--- src/rtl/program_loader_if.sv ---
// Byte-stream input and instruction-memory write bus of the boot-time program loader.
// Stream handshake: a byte moves on a rising edge where i_byte_valid && o_byte_ready; valid may drop at any time.
interface program_loader_if;
  logic        i_byte_valid;
  logic [7:0]  i_byte_data;
  logic        o_byte_ready;
  logic        o_imem_we;
  logic [31:0] o_imem_addr;
  logic [31:0] o_imem_wdata;

  modport master (
    output i_byte_valid, i_byte_data,
    input  o_byte_ready, o_imem_we, o_imem_addr, o_imem_wdata
  );

  modport slave (
    input  i_byte_valid, i_byte_data,
    output o_byte_ready, o_imem_we, o_imem_addr, o_imem_wdata
  );
endinterface

--- src/rtl/program_loader.sv ---
// Assembles a big-endian byte stream into 32-bit words, writes them to instruction memory from
// address 0 upward, and holds the datapath in reset until the requested word count is written.
module program_loader #(
  parameter int ADDR_WIDTH = 8
) (
  input  logic                  clk,
  input  logic                  reset,
  input  logic                  i_start,
  input  logic [ADDR_WIDTH:0]   i_word_count,
  program_loader_if.slave       bus,
  output logic                  o_cpu_reset_n,
  output logic                  o_busy,
  output logic                  o_done,
  output logic                  o_error,
  output logic [2:0]            o_dbg_state
);

  typedef enum logic [2:0] {
    S_IDLE  = 3'd0,
    S_RECV  = 3'd1,
    S_WRITE = 3'd2,
    S_DONE  = 3'd3,
    S_ERROR = 3'd4
  } state_t;

  state_t                state_q, state_d;
  logic [1:0]            byte_idx_q, byte_idx_d;
  logic [ADDR_WIDTH:0]   word_idx_q, word_idx_d;
  logic [ADDR_WIDTH:0]   count_q, count_d;
  logic [31:0]           asm_q, asm_d;
  logic [ADDR_WIDTH:0]   word_inc;
  logic                  count_bad;

  // One extra bit on the word counter lets a full-capacity load (2^ADDR_WIDTH) be compared exactly.
  assign word_inc  = word_idx_q + {{ADDR_WIDTH{1'b0}}, 1'b1};
  assign count_bad = (i_word_count == '0) ||
                     (i_word_count[ADDR_WIDTH] && (|i_word_count[ADDR_WIDTH-1:0]));

  always_ff @(posedge clk or negedge reset) begin
    if (!reset) begin
      state_q    <= S_IDLE;
      byte_idx_q <= '0;
      word_idx_q <= '0;
      count_q    <= '0;
      asm_q      <= '0;
    end else begin
      state_q    <= state_d;
      byte_idx_q <= byte_idx_d;
      word_idx_q <= word_idx_d;
      count_q    <= count_d;
      asm_q      <= asm_d;
    end
  end

  always_comb begin
    state_d    = state_q;
    byte_idx_d = byte_idx_q;
    word_idx_d = word_idx_q;
    count_d    = count_q;
    asm_d      = asm_q;
    case (state_q)
      S_IDLE, S_DONE, S_ERROR: begin
        if (i_start) begin
          count_d = i_word_count;
          if (count_bad) begin
            state_d = S_ERROR;
          end else begin
            byte_idx_d = '0;
            word_idx_d = '0;
            asm_d      = '0;
            state_d    = S_RECV;
          end
        end
      end
      S_RECV: begin
        if (bus.i_byte_valid) begin
          asm_d      = {asm_q[23:0], bus.i_byte_data};
          byte_idx_d = byte_idx_q + 2'd1;
          if (byte_idx_q == 2'd3) state_d = S_WRITE;
        end
      end
      S_WRITE: begin
        if (word_inc == count_q) begin
          state_d = S_DONE;
        end else begin
          word_idx_d = word_inc;
          state_d    = S_RECV;
        end
      end
      default: state_d = S_IDLE;
    endcase
  end

  // Every output is a decode of registered state, so none glitch on stream inputs.
  assign bus.o_byte_ready = (state_q == S_RECV);
  assign bus.o_imem_we    = (state_q == S_WRITE);
  assign bus.o_imem_addr  = (state_q == S_WRITE) ?
                            {{(32-ADDR_WIDTH-3){1'b0}}, word_idx_q, 2'b00} : 32'h0;
  assign bus.o_imem_wdata = (state_q == S_WRITE) ? asm_q : 32'h0;
  assign o_cpu_reset_n    = (state_q == S_DONE);
  assign o_busy           = (state_q == S_RECV) || (state_q == S_WRITE);
  assign o_done           = (state_q == S_DONE);
  assign o_error          = (state_q == S_ERROR);
  assign o_dbg_state      = state_q;

endmodule

--- src/flat_wrapper.sv ---
// flat-port wrapper written by rule: the top's interface ports become plain ports
module program_loader_flat 
#(
  parameter int ADDR_WIDTH = 8
)
  (clk, reset, i_start, i_word_count, o_cpu_reset_n, o_busy, o_done, o_error, o_dbg_state, bus_i_byte_valid, bus_i_byte_data, bus_o_byte_ready, bus_o_imem_we, bus_o_imem_addr, bus_o_imem_wdata);
  program_loader_if bus_i ();
  input  logic clk;
  input  logic reset;
  input  logic i_start;
  input  logic [ADDR_WIDTH:0] i_word_count;
  output logic o_cpu_reset_n;
  output logic o_busy;
  output logic o_done;
  output logic o_error;
  output logic [2:0] o_dbg_state;
  input wire logic [$bits(bus_i.i_byte_valid)-1:0] bus_i_byte_valid;
  input wire logic [$bits(bus_i.i_byte_data)-1:0] bus_i_byte_data;
  output wire logic [$bits(bus_i.o_byte_ready)-1:0] bus_o_byte_ready;
  output wire logic [$bits(bus_i.o_imem_we)-1:0] bus_o_imem_we;
  output wire logic [$bits(bus_i.o_imem_addr)-1:0] bus_o_imem_addr;
  output wire logic [$bits(bus_i.o_imem_wdata)-1:0] bus_o_imem_wdata;
  assign bus_i.i_byte_valid = bus_i_byte_valid;
  assign bus_i.i_byte_data = bus_i_byte_data;
  assign bus_o_byte_ready = bus_i.o_byte_ready;
  assign bus_o_imem_we = bus_i.o_imem_we;
  assign bus_o_imem_addr = bus_i.o_imem_addr;
  assign bus_o_imem_wdata = bus_i.o_imem_wdata;
  program_loader #(.ADDR_WIDTH(ADDR_WIDTH)) u_core (.clk(clk), .reset(reset), .i_start(i_start), .i_word_count(i_word_count), .bus(bus_i), .o_cpu_reset_n(o_cpu_reset_n), .o_busy(o_busy), .o_done(o_done), .o_error(o_error), .o_dbg_state(o_dbg_state));
endmodule
--- config.mk ---
export PLATFORM = sky130hd
export DESIGN_NAME = program_loader_flat
export DESIGN_NICKNAME = d
export VERILOG_FILES = /design/src/rtl/program_loader_if.sv /design/src/rtl/program_loader.sv /design/src/flat_wrapper.sv
export SDC_FILE = /design/constraint.sdc
export NUM_CORES = 1
export LEC_CHECK = 0
export CORE_ASPECT_RATIO = 1.5
export CORE_MARGIN = 2
export CORE_UTILIZATION = 45
export CTS_BUF_LIST = sky130_fd_sc_hd__clkbuf_4
export DETAILED_ROUTE_END_ITERATION = 8
export PLACE_DENSITY_LB_ADDON = 0.1
export SYNTH_ARGS = -nofsm -noshare
export SYNTH_HDL_FRONTEND = slang
export SYNTH_SLANG_ARGS = --single-unit
--- constraint.sdc ---
create_clock -name clk -period 2.3 [get_ports clk]
set_input_delay 0.69 -clock clk [delete_from_list [all_inputs] [get_ports clk]]
set_output_delay 0.69 -clock clk [all_outputs]
set_load 0.05 [all_outputs]
; Yosys cells after proc, flatten, opt, wreduce, memory -nomap -nowiden
; Cells that the tools add are included.
[word_totals]
ff_bits = 55
inputBits = 21
output_inout_bits = 73
[classes]
addsub = 2
n_eq_ne = 11
mux = 20
n_reduce_logical = 13
[ops]
columns = operator, count
row1 = $mux W32, 4
row2 = $pmux W32 S2, 1
row3 = $mux W9, 3
row4 = $pmux W9 S2, 1
row5 = $mux W3, 4
row6 = $mux W11, 1
row7 = $add A9 B1 Y9 const B, 1
row8 = $eq A9 B9 Y1, 1
row9 = $logic_not A9 Y1, 1
row10 = $pmux W3 S3, 1
row11 = $mux W2, 4
row12 = $ne A2 B2 Y1 const B, 4
row13 = $reduce_and A4 Y1, 2
row14 = $reduce_or A8 Y1, 1
row15 = $eq A3 B2 Y1 const B, 2
row16 = $pmux W2 S2, 1
row17 = $reduce_bool A2 Y1, 2
row18 = $eq A3 B1 Y1 const B, 1
row19 = $eq A3 B3 Y1 const B, 1
row20 = $logic_not A3 Y1, 1
row21 = $reduce_and A3 Y1, 1
row22 = $reduce_or A3 Y1, 1
row23 = $add A2 B1 Y2 const B, 1
row24 = $eq A2 B2 Y1 const B, 1
row25 = other kinds (4), 5

; Logic depth before layout (Yosys ltp)
[logic_depth]
depth_word = 6
ltp_mapped = 11
ltp_nobuf = 7

; Worst setup path after synthesis
; No wires, ideal clock.
[synth_timing]
kind = reg2out
startpoint = register u_core.state_q[2], in the netlist u_core.o_dbg_state[2]
endpoint = output port bus_o_imem_addr[3]
t_arrival_ps = 2727
required_ps = 1610
slack_ps = -1117
stages_incl_launch_ff = 8
path_cell_list = dfrtp_1 -> buf_6 -> or3b_1 -> buf_2 -> inv_1 -> clkbuf_1 -> clkbuf_1 -> and2_1
[synth_between]
elab_chain_len = 2
[synth_lines]
columns = item, line_no
row1 = from (decl), program_loader.sv:26  ; state_t state_q, state_d;
row2 = from (signal assigned), program_loader.sv:47  ; state_q <= state_d;
row3 = $eq A3 B2 Y1, -
row4 = named net bus_o_imem_we, flat_wrapper.sv:20  ; output wire logic [$bits(bus_i.o_imem_we)-1:0] bus_o_imem_we;
row5 = $mux W11, program_loader.sv:97  ; assign bus.o_imem_addr = (state_q == S_WRITE) ?
row6 = to (decl), flat_wrapper.sv:21  ; output wire logic [$bits(bus_i.o_imem_addr)-1:0] bus_o_imem_addr;
; The timed path passes the listed nets, and every way through them passes these cells.

; Final worst setup path
[layout_timing]
startpoint = register u_core.state_q[2], in the netlist u_core.o_dbg_state[2]
endpoint = output port bus_o_imem_wdata[12]
[layout_between]
elab_chain_len = 2
[layout_lines]
columns = item, line_no
row1 = $eq A3 B2 Y1, program_loader.sv:99  ; assign bus.o_imem_wdata = (state_q == S_WRITE) ? asm_q : 32'h0;
row2 = $mux W32, program_loader.sv:99
row3 = to (decl), flat_wrapper.sv:22  ; output wire logic [$bits(bus_i.o_imem_wdata)-1:0] bus_o_imem_wdata;
; No other way between the ends.

==> results.json <==
{
  "yosysTopAreaCell": "dfrtp_1",
  "failed_checks": "setup timing",
  "path_cells": "or3b_4 > buf_6 > inv_4 > buf_6 > buf_12 > buf_16 > and2_4 > buf_12",
  "worstPathMaxFanout": 7,
  "worstSetupPathType": "reg2out",
  "synthTopCellsByCount": "55 x dfrtp_1, 43 x and2_1, 33 x a22o_1",
  "dr.pass1.iters": 4,
  "path_clk_slew_ns": 0.16,
  "grt_pass1_wl_mm": 15.0,
  "status": "complete, but fails checks",
  "layoutNonFillerInstCount": 532,
  "dieArea_mm2": 0.00796,
  "synth_area_mm2": 0.00326,
  "synth-edff-count": 0,
  "peakVddDrop_uv": 542,
  "area_growth_pct": 60.9,
  "die_y_um": 108,
  "cts_tree": "built",
  "antenna_found_initial": 0,
  "synth_top_area_share_pct": 42.2,
  "hpwl_mm": 6.50,
  "grt_remaining_overflow": 0,
  "clk_latency_ns": 0.39,
  "ant_nets": 0,
  "yosys_most_used_dff": "dfrtp_1",
  "vias": 2988,
  "ys_async_sr_fraction_pct": 100,
  "power.density_mw_per_mm2": 1020,
  "placedCellCount": 508,
  "grt_use_met3_pct": 5.50,
  "hold_class": "in2async",
  "nets": 474,
  "fp-row-count": 38,
  "totalWireLength_mm": 8.96,
  "ios": 94,
  "cts.sinks": 55,
  "grt_util_met1_pct": 29.2,
  "slew_viol_final": 0,
  "cellLeakagePower_nw": 2.43,
  "rsz0062_at_grt": "yes",
  "cp_data_required_time_ns": 1.61,
  "period_share_pct": 117,
  "startpoint": "u_core.o_dbg_state[2]",
  "cts_buffers": 5,
  "synth_most_common_cell": "dfrtp_1",
  "hold_viol": 0,
  "place_area_mm2": 0.00490,
  "arrival_ns": 1.99,
  "core_area_mm2": 0.00713,
  "max_stage_delay_ns": 0.43,
  "wire_per_inst_um": 16.8,
  "syn_inst": 332,
  "start_util_pct": 45.7,
  "ys_seq_area_share_pct": 42.2,
  "drc": 0,
  "grt-busiest-layer": "met2",
  "power_mw": 5.36,
  "finish.instance_area_mm2": 0.00525,
  "drive_gt1_share_pct": 44.2,
  "ys_warn_count": 0,
  "cp-end-kind": "output port",
  "crit_buf_inv": 6,
  "synth_area_leaders": "dfrtp_1 42%, a22o_1 8.9%, and2_1 8.3%",
  "grt_max_degree": 37,
  "diodes": 0,
  "cp_slowest_cell": "dfrtp_2",
  "fin_ws_ns": -0.383,
  "met2_usage_pct": 40.7,
  "drt_iter0_markers": 172,
  "crit_family": "buffers and inverters",
  "grtUsageTotal_pct": 24.1,
  "dieWidth_um": 73.5,
  "start_kind": "flop",
  "cts_hold_buf": 0,
  "r2r-start": "u_core.o_dbg_state[2]",
  "setup_viol": 53,
  "max_freq_mhz": 373,
  "final.min_clock_period_ns": 2.68,
  "root_buffer": "clkbuf_4",
  "gp_congestion": 0.883,
  "drv_cap": 0,
  "via_per_inst": 5.62,
  "clock_path_buffers": 2,
  "syn_avg_cell_area_um2": 9.82,
  "synth_cell_types": 50,
  "ys_seq_elements": 55,
  "port_buffers": 70,
  "grt_pass1_vias": 3045,
  "cts_htree_levels": 2,
  "fin_skew_ns": 0.0141
}
## power by group
group          internal (mW)  switching, mW  total [mW]
sequential              1.31          0.273        1.58
combinational           1.54           1.69        3.23
clock                  0.230          0.318       0.548
total                   3.08           2.28        5.36
## path summary, 6_finish.rpt
path                                        end  slack, ns  cells past startpoint
hold reg to reg                u_core.asm_q[24]       0.52                      1
max in group asynchronous       u_core.asm_q[4]       1.50                      2
hold / removal             u_core.word_idx_q[0]       0.24                      1
min in group clk               u_core.asm_q[24]       0.52                      1
setup / recovery           bus_o_imem_wdata[12]      -0.38                      8
setup reg to reg           u_core.word_idx_q[0]      -0.34                      9
## sequential cells by signal, summed over array words and instances, names as in the netlist
signal,count
u_core.asm_q,32
u_core.count_q,9
u_core.word_idx_q,9
u_core.o_dbg_state,3
u_core.byte_idx_q,2
## metal layers
metal  up-vias  part of all wire [%]
met5         -                     0
met4         0                   3.0
met3        23                   5.5
met2       100                    54
met1      1484                    37
li1       1381                     -
## worst register-to-register path: cells and delay by family (launching register included)
kind                   cells  cell delay, ns
and+or+nand+nor            4            1.42
DFF                        1            0.43
buffers and inverters      3            0.37
AOI/OAI and AO/OA          2            0.32
## area by class of cell
cell class | count | area [um^2]
Fill cell | 521 | 1890
Sequential cell | 55 | 1380
Clock buffer | 5 | 37.5
Timing Repair Buffer | 142 | 1820
Clock inverter | 3 | 42.5
Multi-Input combinational cell | 244 | 1850
Inverter | 3 | 13.8
Tap cell | 80 | 100
## cells by family after synthesis
| kind of cell | after synthesis | share of synthesized area [%] |
|---|---|---|
| simple gates | 107 | 19.2 |
| compound gates | 87 | 20.1 |
| flops | 55 | 42.2 |
| buf+inv | 55 | 9.71 |
| xor+xnor | 15 | 4.49 |
| mux | 10 | 3.42 |
| fa+ha+maj | 2 | 0.767 |
| other cells | 1 | 0.115 |
## stage by stage
stage | setup TNS, ns | hold WS (ns) | setup slack, ns | utilization (%)
finish | -16.94 | 0.239 | -0.383 | 73.5
global route | -20.55 | 0.267 | -0.458 | 73.5
CTS | -16.68 | 0.256 | -0.393 | 73.0
detailed placement | -19.24 | 0.483 | -0.605 | 68.6
global placement | -17.86 | 0.485 | -0.552 | 68.6
floorplan | -13.27 | 0.394 | -0.381 | -
## placed cells by master (no fill, tap or decap), types with 11 or more instances in the layout
master           instances
a21oi_1                 11
a22o_1                  33
and2_4                  40
buf_12                  51
buf_4                   57
buf_6                   12
clkdlybuf4s50_1         18
conb_1                  23
dfrtp_1                 52
nand2_1                 11
nor2_1                  13
## repair_timing
action / 4_1_cts / 5_1_grt
cloned: 1 / 0
gates resized for setup: 29 / 7
hold endpoints to repair: 0 / 0
setup endpoints to repair: 53 / 64
setup buffers: 15 / 3
pin swaps: 7 / 12
(Power assumes the default switching activity.)
